[src/rtl/acc_cpu_pkg.sv]
// Shared constants for the accumulator CPU: opcode encodings, opcode field
// width and the 4-bit state encoding exported on StateNo.
package acc_cpu_pkg;

  localparam int OP_W = 3;

  localparam logic [OP_W-1:0] OP_LOAD  = 3'b000;
  localparam logic [OP_W-1:0] OP_STORE = 3'b001;
  localparam logic [OP_W-1:0] OP_ADD   = 3'b010;
  localparam logic [OP_W-1:0] OP_SUB   = 3'b011;
  localparam logic [OP_W-1:0] OP_INPUT = 3'b100;
  localparam logic [OP_W-1:0] OP_JZ    = 3'b101;
  localparam logic [OP_W-1:0] OP_JPOS  = 3'b110;
  localparam logic [OP_W-1:0] OP_HALT  = 3'b111;

  typedef enum logic [3:0] {
    S_START  = 4'd0,
    S_FETCH  = 4'd1,
    S_DECODE = 4'd2,
    S_LOAD   = 4'd3,
    S_STORE  = 4'd4,
    S_ADD    = 4'd5,
    S_SUB    = 4'd6,
    S_INPUT  = 4'd7,
    S_JZ     = 4'd8,
    S_JPOS   = 4'd9,
    S_HALT   = 4'd10
  } state_e;

endpackage

[src/rtl/acc_mem.sv]
// Word memory for the accumulator CPU: asynchronous read, one synchronous
// write port. Contents are deliberately not reset.
module acc_mem #(
  parameter int DATA_W = 8,
  parameter int ADDR_W = 5
) (
  input  logic              clock,
  input  logic              we_i,
  input  logic [ADDR_W-1:0] waddr_i,
  input  logic [DATA_W-1:0] wdata_i,
  input  logic [ADDR_W-1:0] raddr_i,
  output logic [DATA_W-1:0] rdata_o
);

  logic [DATA_W-1:0] mem_q [2**ADDR_W];

  always_ff @(posedge clock) begin
    if (we_i) mem_q[waddr_i] <= wdata_i;
  end

  assign rdata_o = mem_q[raddr_i];

endmodule

[src/rtl/acc_cpu_param.sv]
// Parametrised accumulator CPU: control FSM + datapath around acc_mem.
// Optional sticky signed-overflow output enabled by macro ACC_OVF_FLAG_EN.
module acc_cpu_param
  import acc_cpu_pkg::*;
#(
  parameter int DATA_W = 8,
  parameter int ADDR_W = 5
) (
  input  logic              clock,
  input  logic              reset,
  input  logic              step_en,
  input  logic              run,
  input  logic              enter,
  input  logic [DATA_W-1:0] Nin,
  input  logic              load_en,
  input  logic [ADDR_W-1:0] load_addr,
  input  logic [DATA_W-1:0] load_data,
  output logic [DATA_W-1:0] Nout,
  output logic              Aeq0,
  output logic              Apos,
  output logic              halt,
  output logic [3:0]        StateNo,
`ifdef ACC_OVF_FLAG_EN
  output logic              ovf,
`endif
  output logic [ADDR_W-1:0] pc
);

  state_e            state_q, state_d;
  logic [ADDR_W-1:0] pc_q, pc_d;
  logic [OP_W-1:0]   ir_op_q, ir_op_d;
  logic [ADDR_W-1:0] ir_addr_q, ir_addr_d;
  logic [DATA_W-1:0] a_q, a_d;
  logic [DATA_W-1:0] nout_q, nout_d;
  logic              enter_q;
  logic              pend_q, pend_d;
  logic              clr_pend;

  logic              mem_we;
  logic [ADDR_W-1:0] mem_waddr, mem_raddr;
  logic [DATA_W-1:0] mem_wdata, mem_rd;
  logic [DATA_W-1:0] add_res, sub_res;
  logic              unused_mid;

  // Instruction bits between the opcode and the address field carry nothing.
  assign unused_mid = ^mem_rd;

  assign add_res = a_q + mem_rd;
  assign sub_res = a_q - mem_rd;

`ifdef ACC_OVF_FLAG_EN
  logic ovf_q, ovf_d;
  logic add_ovf, sub_ovf;
  assign add_ovf = (a_q[DATA_W-1] == mem_rd[DATA_W-1]) && (add_res[DATA_W-1] != a_q[DATA_W-1]);
  assign sub_ovf = (a_q[DATA_W-1] != mem_rd[DATA_W-1]) && (sub_res[DATA_W-1] != a_q[DATA_W-1]);
  assign ovf     = ovf_q;
`endif

  always_comb begin
    state_d   = state_q;
    pc_d      = pc_q;
    ir_op_d   = ir_op_q;
    ir_addr_d = ir_addr_q;
    a_d       = a_q;
    nout_d    = nout_q;
    clr_pend  = 1'b0;
    mem_we    = 1'b0;
    mem_waddr = load_addr;
    mem_wdata = load_data;
    mem_raddr = (state_q == S_FETCH) ? pc_q : ir_addr_q;
`ifdef ACC_OVF_FLAG_EN
    ovf_d     = ovf_q;
`endif

    // Program loading is only allowed while the core is parked.
    if (load_en && (state_q == S_START || state_q == S_HALT)) mem_we = 1'b1;

    if (step_en) begin
      nout_d = a_q;
      case (state_q)
        S_START, S_HALT: begin
          if (run) begin
            pc_d    = '0;
            a_d     = '0;
            state_d = S_FETCH;
`ifdef ACC_OVF_FLAG_EN
            ovf_d   = 1'b0;
`endif
          end
        end
        S_FETCH: begin
          ir_op_d   = mem_rd[DATA_W-1 -: OP_W];
          ir_addr_d = mem_rd[ADDR_W-1:0];
          pc_d      = pc_q + 1'b1;
          state_d   = S_DECODE;
        end
        S_DECODE: begin
          case (ir_op_q)
            OP_LOAD:  state_d = S_LOAD;
            OP_STORE: state_d = S_STORE;
            OP_ADD:   state_d = S_ADD;
            OP_SUB:   state_d = S_SUB;
            OP_INPUT: begin
              state_d  = S_INPUT;
              clr_pend = 1'b1;
            end
            OP_JZ:    state_d = S_JZ;
            OP_JPOS:  state_d = S_JPOS;
            default:  state_d = S_HALT;
          endcase
        end
        S_LOAD: begin
          a_d     = mem_rd;
          state_d = S_FETCH;
        end
        S_STORE: begin
          mem_we    = 1'b1;
          mem_waddr = ir_addr_q;
          mem_wdata = a_q;
          state_d   = S_FETCH;
        end
        S_ADD: begin
          a_d     = add_res;
          state_d = S_FETCH;
`ifdef ACC_OVF_FLAG_EN
          if (add_ovf) ovf_d = 1'b1;
`endif
        end
        S_SUB: begin
          a_d     = sub_res;
          state_d = S_FETCH;
`ifdef ACC_OVF_FLAG_EN
          if (sub_ovf) ovf_d = 1'b1;
`endif
        end
        S_INPUT: begin
          if (pend_q) begin
            a_d      = Nin;
            clr_pend = 1'b1;
            state_d  = S_FETCH;
          end
        end
        S_JZ: begin
          if (Aeq0) pc_d = ir_addr_q;
          state_d = S_FETCH;
        end
        S_JPOS: begin
          if (Apos) pc_d = ir_addr_q;
          state_d = S_FETCH;
        end
        default: state_d = S_START;
      endcase
    end

    // A fresh press seen on this clock survives a concurrent clear.
    pend_d = clr_pend ? 1'b0 : pend_q;
    if (enter && !enter_q) pend_d = 1'b1;
  end

  always_ff @(posedge clock or negedge reset) begin
    if (!reset) begin
      state_q   <= S_START;
      pc_q      <= '0;
      ir_op_q   <= '0;
      ir_addr_q <= '0;
      a_q       <= '0;
      nout_q    <= '0;
      enter_q   <= 1'b0;
      pend_q    <= 1'b0;
`ifdef ACC_OVF_FLAG_EN
      ovf_q     <= 1'b0;
`endif
    end else begin
      state_q   <= state_d;
      pc_q      <= pc_d;
      ir_op_q   <= ir_op_d;
      ir_addr_q <= ir_addr_d;
      a_q       <= a_d;
      nout_q    <= nout_d;
      enter_q   <= enter;
      pend_q    <= pend_d;
`ifdef ACC_OVF_FLAG_EN
      ovf_q     <= ovf_d;
`endif
    end
  end

  // Write enable is masked by reset so no write lands while reset is held.
  acc_mem #(.DATA_W(DATA_W), .ADDR_W(ADDR_W)) u_mem (
    .clock   (clock),
    .we_i    (mem_we & reset),
    .waddr_i (mem_waddr),
    .wdata_i (mem_wdata),
    .raddr_i (mem_raddr),
    .rdata_o (mem_rd)
  );

  assign Nout    = nout_q;
  assign Aeq0    = (a_q == '0);
  assign Apos    = !a_q[DATA_W-1] && (a_q != '0);
  assign halt    = (state_q == S_HALT);
  assign StateNo = state_q;
  assign pc      = pc_q;

endmodule

[config.mk]
export PLATFORM = sky130hd
export DESIGN_NAME = acc_cpu_param
export DESIGN_NICKNAME = d
export VERILOG_FILES = /design/src/rtl/acc_cpu_pkg.sv /design/src/rtl/acc_mem.sv /design/src/rtl/acc_cpu_param.sv
export SDC_FILE = /design/constraint.sdc
export NUM_CORES = 1
export LEC_CHECK = 0
export CAP_MARGIN = 10
export CORE_ASPECT_RATIO = 1.4
export CORE_MARGIN = 1
export CORE_UTILIZATION = 31
export CTS_BUF_LIST = sky130_fd_sc_hd__clkbuf_8
export CTS_CLUSTER_SIZE = 10
export DETAILED_ROUTE_END_ITERATION = 10
export PLACE_DENSITY = 0.55
export SLEW_MARGIN = 25
export SYNTH_ARGS = -nofsm -noshare
export SYNTH_HDL_FRONTEND = slang
export SYNTH_SLANG_ARGS = --single-unit
[constraint.sdc]
create_clock -name clock -period 8.2 [get_ports clock]
set_clock_uncertainty 0.15 [all_clocks]
set_input_delay 1.64 -clock clock [delete_from_list [all_inputs] [get_ports clock]]
set_output_delay 1.64 -clock clock [all_outputs]
set_load 0.02 [all_outputs]
-- Yosys cells after proc, flatten, opt, wreduce, memory -nomap -nowiden
Memory sizes are Yosys's and may differ from the RTL's.
Index checks and enable logic that the tools add are counted.
- $add $sub $neg: 3
- eq/ne operators: 20
- multiplexer cells: 27
- bitwise logic cells: 1
- reduce and logical (&&, ||, !) cells: 19
- operator list (cell ; number):
    8-bit case mux with 5 select lines ; 1
    8-bit 2-to-1 mux ; 4
    5-bit 2-to-1 mux ; 6
    4-bit case mux with 7 select lines ; 1
    4-bit case mux with 5 select lines ; 1
    5-bit case mux with 4 select lines ; 1
    4-bit by 3-bit == test with 1-bit output, second input constant ; 4
    4-bit == test, second input constant ; 3
    1-bit 2-to-1 mux ; 10
    3-bit == test, second input constant ; 3
    8-bit adder ; 1
    4-bit by 2-bit == test with 1-bit output, second input constant ; 2
    8-bit zero test ; 1
    4-bit 2-to-1 mux ; 2
    2-bit inequality test, second input constant ; 4
    8-bit nonzero test ; 1
    8-bit subtractor ; 1
    3-bit by 2-bit == test with 1-bit output, second input constant ; 2
    6-bit OR reduction ; 1
    5-bit by 1-bit adder with 5-bit output, second input constant ; 1
    5-bit AND reduction ; 1
    5-bit nonzero test ; 1
    4-bit by 1-bit == test with 1-bit output, second input constant ; 1
    4-bit zero test ; 1
    other kinds (13) ; 16
- register bits: 35
- RAM bits: 256
- input port bits: 27
- output and inout bits: 20
- logic and storage cells: 79
- memories: 1
- memory list (memory ; depth ; bits a word ; read ports ; clocked after Yosys merged registers in ; write ports ; RTL line ; source):
    u_mem.mem_q ; 32 ; 8 ; 1 ; 0 ; 1 ; acc_mem.sv:15 ; logic [DATA_W-1:0] mem_q [2**ADDR_W];

-- Longest topological paths before layout
- word-level depth: 9
- mapped depth: 24
- gate-level depth less buffers: 20

-- By module
A second synthesis with hierarchy kept.
- cell total of the unflattened synthesis: 685
- area, all modules: 12485.7 um^2
- by module, submodules not included (module ; instances ; cells an instance ; area each (um^2) ; sequential area each (um^2)):
    acc_mem ; 1 ; 409 ; 9893.2 ; 7687.4
    acc_cpu_param ; 1 ; 276 ; 2592.5 ; 875.8

-- Worst setup path after synthesis
OpenSTA, ideal clock, no wires.
- path kind: register -> register
- from: reg state_q[1], in the netlist StateNo[1]
- to: reg a_q[7]
- setup time: 80 ps
- data arrival time: 5003 ps
- data required time: 7970 ps
- path slack: 2966 ps
- cell stages (with the launch flop): 23
- buffers on the path: 3
- period minus slack after synthesis: 5234 ps
- cells stage by stage: dfrtp_1 -> buf_6 -> nor4b_4 -> buf_6 -> mux2i_2 -> clkbuf_1 -> nand2_1 -> a32oi_1 -> a21oi_1 -> nor4_2 -> inv_1 -> ha_1 -> a21oi_1 -> ha_1 -> nor2b_1 -> o21ai_0 -> a21boi_0 -> o21ai_0 -> a21oi_1 -> or3_1 -> and4_1 -> or3b_2 -> o211ai_2
- word-level cells in the longest chain between the ends: 5
- elaborated cells on any way between the ends: 17
- those cells by class: 2 x add/sub; 8 x eq/ne; 2 x mux; 4 x reduce/logical; 1 x memory
- RTL lines (element ; RTL line ; source):
    from (decl) ; acc_cpu_param.sv:29 ; state_e state_q, state_d;
    from (signal assigned) ; acc_cpu_param.sv:174 ; state_q <= state_d;
    4-bit by 1-bit == test with 1-bit output * ; acc_cpu_param.sv:70 ; mem_raddr = (state_q == S_FETCH) ? pc_q : ir_addr_q;
    5-bit 2-to-1 mux * ; acc_cpu_param.sv:70 ;
    memory read 32 x 8 bit * ; -- ;
    via mem_rd[0] ; acc_cpu_param.sv:41 ; logic [DATA_W-1:0] mem_wdata, mem_rd;
    8-bit subtractor / 8-bit adder (equally long branches) ; acc_cpu_param.sv:49, acc_cpu_param.sv:48 ;
    8-bit case mux with 5 select lines * ; acc_cpu_param.sv:80 ; case (state_q)
    to (signal assigned) ; acc_cpu_param.sv:166 ; a_q <= '0;
    to (signal assigned) ; acc_cpu_param.sv:178 ; a_q <= a_d;
    to (decl) ; acc_cpu_param.sv:33 ; logic [DATA_W-1:0] a_q, a_d;
Mark *: on every way through the listed nets, which the timed path passes. The rest lies on a longest branch.
A chain may end at the register's enable or synchronous reset.

-- Final worst setup path
- from: reg state_q[0], in the netlist StateNo[0]
- to: reg a_q[7]
The elaborated chain is that of the path after synthesis.

==> metrics.txt <==
# TYPE chip_impl_metric gauge
chip_impl_metric{name="synth_fa_ha_area_share",unit="%"} 1.52
chip_impl_metric{name="die_w",unit="um"} 173
chip_impl_metric{name="number_of_synthesized_flops_with_an_enable_pin",unit=""} 256
chip_impl_metric{name="internal_power",unit="uW"} 3400
chip_impl_metric{name="multiplexer_area_fraction_after_synthesis",unit="%"} 8.65
chip_impl_metric{name="finalWeightedCongestion",unit=""} 0.840
chip_impl_metric{name="finalWorstPathRequiredPeriod",unit="ns"} 6.49
chip_impl_metric{name="antenna_left",unit=""} 0
chip_impl_metric{name="largest_net_degree_at_the_start_of_global_routing",unit=""} 58
chip_impl_metric{name="power_switching",unit="uW"} 2540
chip_impl_metric{name="numPortBuffers",unit=""} 46
chip_impl_info{name="worst_setup_path_start_kind",value="flip-flop"} 1
chip_impl_metric{name="synth_largest_type_area_fraction",unit="%"} 60.5
chip_impl_info{name="crit_slowest_cell",value="mux2_4"} 1
chip_impl_metric{name="slew_headroom",unit="%"} 30.4
chip_impl_metric{name="warnings_from_yosys",unit=""} 0
chip_impl_metric{name="powerDensity",unit="mW/mm^2"} 411
chip_impl_metric{name="dp.final_hpwl",unit="um"} 22100
chip_impl_metric{name="power.sequential.fraction",unit="%"} 31.6
chip_impl_metric{name="htree_levels",unit=""} 2
chip_impl_metric{name="critical_path_arrival",unit="ns"} 6.84
chip_impl_metric{name="clkTransAtPathRegs",unit="ns"} 0.06
chip_impl_metric{name="route.final.wire_length",unit="um"} 32500
chip_impl_metric{name="routed_via_density",unit=""} 5.11
chip_impl_metric{name="synth_seq_area_share",unit="%"} 67.4
chip_impl_metric{name="finalHoldViolCount",unit=""} 0
chip_impl_metric{name="power_leakage",unit="uW"} 0.00488
chip_impl_info{name="rsz0062_at_grt",value="false"} 1
chip_impl_metric{name="first_global_vias",unit=""} 8179
chip_impl_metric{name="power.share.combinational",unit="%"} 49.5
chip_impl_metric{name="max-clock-path-buffers",unit=""} 3
chip_impl_metric{name="antenna_violations_before_repair",unit=""} 1
chip_impl_metric{name="synthCells",unit=""} 917
chip_impl_metric{name="critical_path.max_fanout",unit=""} 57
chip_impl_metric{name="grt_first_pass_wirelength",unit="um"} 49400
chip_impl_info{name="min-delay-path-class",value="flip-flop to flip-flop"} 1
chip_impl_info{name="worstSetupEndpointType",value="flip-flop"} 1
chip_impl_metric{name="critical_path_required",unit="ns"} 8.54
chip_impl_metric{name="mappedNetlistArea",unit="mm^2"} 0.0127
chip_impl_metric{name="max_fclk",unit="MHz"} 154
chip_impl_metric{name="final_layout_size_suffix_gt1_share",unit="%"} 11.4
chip_impl_metric{name="report.final.setup_viol",unit=""} 0
chip_impl_info{name="critPathKind",value="flip-flop to flip-flop"} 1
chip_impl_metric{name="num_vias",unit=""} 7890
chip_impl_metric{name="syn_to_final_growth",unit="%"} 13.8
chip_impl_metric{name="seqCellArea",unit="mm^2"} 0.00856
chip_impl_metric{name="finalSetupTns",unit="ns"} 0
chip_impl_metric{name="row_count",unit=""} 87
chip_impl_info{name="tritoncts",value="built"} 1
chip_impl_metric{name="cts_setup_buffers",unit=""} 0
chip_impl_metric{name="floorplan.core_area",unit="mm^2"} 0.0404
chip_impl_metric{name="fin_worst_hold_slack",unit="ns"} 0.290
chip_impl_metric{name="grt_overflow",unit=""} 0
chip_impl_metric{name="drt-wirelength-per-cell",unit="um"} 21.1
chip_impl_metric{name="drt_pre_antenna_iters",unit=""} 6
chip_impl_info{name="cell_chain_critical_path",value="nor4b_4 -> buf_4 -> mux2_4 -> nor2_1 -> a32oi_1 -> a21oi_1 -> nor4_2 -> inv_1 -> ha_1 -> a21oi_1 -> ha_1 -> nor2b_1 -> o21ai_0 -> a21boi_0 -> o21ai_0 -> a21oi_1 -> or3_1 -> and4_1 -> or3b_2 -> o211ai_2"} 1
chip_impl_metric{name="drv.max_cap_violation_count",unit=""} 0
chip_impl_metric{name="ys_async_sr_fraction",unit="%"} 12.0
chip_impl_metric{name="irDropWorstVdd",unit="mV"} 0.159
chip_impl_metric{name="remaining_drc_errors",unit=""} 0
chip_impl_metric{name="ioPinCount",unit=""} 47
chip_impl_metric{name="multi_input_area",unit="mm^2"} 0.00384
chip_impl_metric{name="design.die.area",unit="mm^2"} 0.0418
chip_impl_metric{name="die_h",unit="um"} 242
chip_impl_metric{name="cts_inserted_buffers",unit=""} 45
chip_impl_metric{name="clock_sink_count",unit=""} 291
chip_impl_info{name="cts_root_buf",value="clkbuf_8"} 1
chip_impl_metric{name="cts_hold_repair.buffers",unit=""} 0
chip_impl_metric{name="final_net_count",unit=""} 1018
chip_impl_metric{name="switching_share",unit="%"} 42.8
chip_impl_metric{name="postSynthRegisterBits",unit=""} 291
chip_impl_metric{name="drt_first_iter_violations",unit=""} 546
chip_impl_metric{name="syn-mean-instance-area",unit="um^2"} 13.9
chip_impl_info{name="dominant_register_cell_in_the_synthesized_netlist",value="edfxtp_1"} 1
chip_impl_metric{name="yosysUniqueCellTypes",unit=""} 59
chip_impl_metric{name="cts_resized",unit=""} 0
chip_impl_info{name="run_status",value="completed"} 1
chip_impl_metric{name="yosys.area_share.xor_xnor",unit="%"} 0.689
chip_impl_metric{name="synth_compound_area_share",unit="%"} 8.49
chip_impl_metric{name="slew_viol_final",unit=""} 0
chip_impl_info{name="yosys.area.top_type",value="edfxtp_1"} 1
chip_impl_metric{name="grt_util_all_layers",unit="%"} 15.7
chip_impl_metric{name="clock_insertion_delay_worst_skew",unit="ns"} 0.57
chip_impl_metric{name="post_synth_and_or_nand_nor_area_fraction",unit="%"} 10.8
chip_impl_metric{name="worst_pin_slew",unit="ns"} 1.02
chip_impl_info{name="synth.top_cells.by_area",value="edfxtp_1 60%, dfrtp_1 6.9%, nand2_1 4.9%"} 1
chip_impl_metric{name="filler_cell_count",unit=""} 3874
chip_impl_info{name="largest_family_of_logic_cells_by_synthesized_area",value="simple AND/OR/NAND/NOR gates"} 1
chip_impl_metric{name="layout_worst_path_cycle_share",unit="%"} 79.2
chip_impl_metric{name="post_synthesis_net_count",unit=""} 958
chip_impl_metric{name="clockPowerShare",unit="%"} 18.9
chip_impl_info{name="crit_top_cell",value="a21oi_1"} 1
chip_impl_metric{name="slowest_delay",unit="ns"} 0.81
chip_impl_metric{name="initial_core_util",unit="%"} 31.5
## path summary, 6_finish.rpt
| check | startpoint | to | slack [ns] | depth (start not counted) |
|---|---|---|---|---|
| max | StateNo[0] | a_q[7] | 1.71 | 20 |
| min | enter_q | pend_q | 0.29 | 1 |
| max reg2reg | StateNo[0] | a_q[7] | 1.71 | 20 |
| min reg2reg | enter_q | pend_q | 0.29 | 1 |
| max in group asynchronous | reset | Nout[5] | 6.35 | 1 |
| min in group asynchronous | reset | pc[4] | 1.01 | 1 |
## power by group through the flow
stage	logic, uW	clock network (uW)	registers (uW)
after floorplan	2100	0	1880
after global placement	2930	0	1900
after detailed placement	2950	0	1900
after CTS	2960	1150	1870
after global routing	3190	1210	1890
final	2940	1120	1880
## cell type report
type,instances,area share (%)
clock buffers,48,4.57
clock inverters,32,1.10
repair buffers,54,3.56
well taps,534,4.62
diodes,1,0.0173
inverters,14,0.363
flip-flops and latches,291,59.2
multi-input cells,571,26.6
## per-stage QoR
stage               util, %  total power (uW)  instances  worst slack (ns)  cell area (um^2)
global placement       33.8              4830       1464              1.85             13600
finish                 35.8              5940       1545              1.71             14500
detailed placement     33.8              4850       1464              1.74             13600
floorplan                 -              3980        917              2.97             12700
CTS                    35.8              5990       1544              1.70             14500
global route           35.8              6290       1545              1.20             14500
## synthesized netlist by cell type (5+ instances only)
library cell and instances:
nand2b_1 7, nand3_1 11, a32oi_1 59, a21oi_1 42
mux2i_1 60, dfrtp_1 35, nor2_1 69, ha_1 13
a222oi_1 6, nor3_1 12, mux4_2 8, edfxtp_1 256
o21ai_0 25, xnor2_1 6, inv_1 14, nand2_1 165
nor2b_1 5, clkbuf_1 22, buf_6 7, nor4_4 5
mux2_2 22
## state kept, by name, indices dropped and copies added, names as in the netlist
name         count
StateNo          4
pc               5
ir_op_q          3
pend_q           1
Nout             8
ir_addr_q        5
enter_q          1
u_mem.mem_q    256
a_q              8
## cell families after synthesis
kind of cell / Yosys count
DFF: 291
AOI/OAI and AO/OA: 153
muxes: 95
buffers and inverters: 55
adders and majority gates: 15
xor gates and xnor gates: 10
and+or+nand+nor: 298
## cell usage in the layout, fill, tap and decap left out, drive strengths merged, types with 3 or more instances in the layout
master and n:
mux4 8, nand3 11, mux2i 63, nor2 70, inv 27, nor4 7, nand2b 7, buf 9
dfrtp 35, a21oi 42, clkinv 16, xor2 4, nor2b 5, clkdlybuf4s50 45, a222oi 6, nor3 12
or2 3, nand3b 3, clkbuf 48, mux2 24, nand4 4, edfxtp 256, ha 13, nand2 165
o22ai 3, xnor2 6, o21ai 27, a32oi 59, o41ai 3
## critical path: cells and delay by family (launching register included)
kind | cells | cell delay [ns]
compound gates | 8 | 1.52
mux | 1 | 0.81
fa+ha+maj | 2 | 0.59
simple gates | 7 | 2.25
buf+inv | 2 | 0.43
flops | 1 | 0.66
## layer usage
layer	up-vias	GRT usage [%]	part of all wire, %
met1	3965	17.5	39
met5	-	0	0
met3	58	2.48	4.5
met4	0	5.67	2.6
li1	3624	-	-
met2	243	29.6	54
No activity file was read; power rests on OpenSTA's default activity.
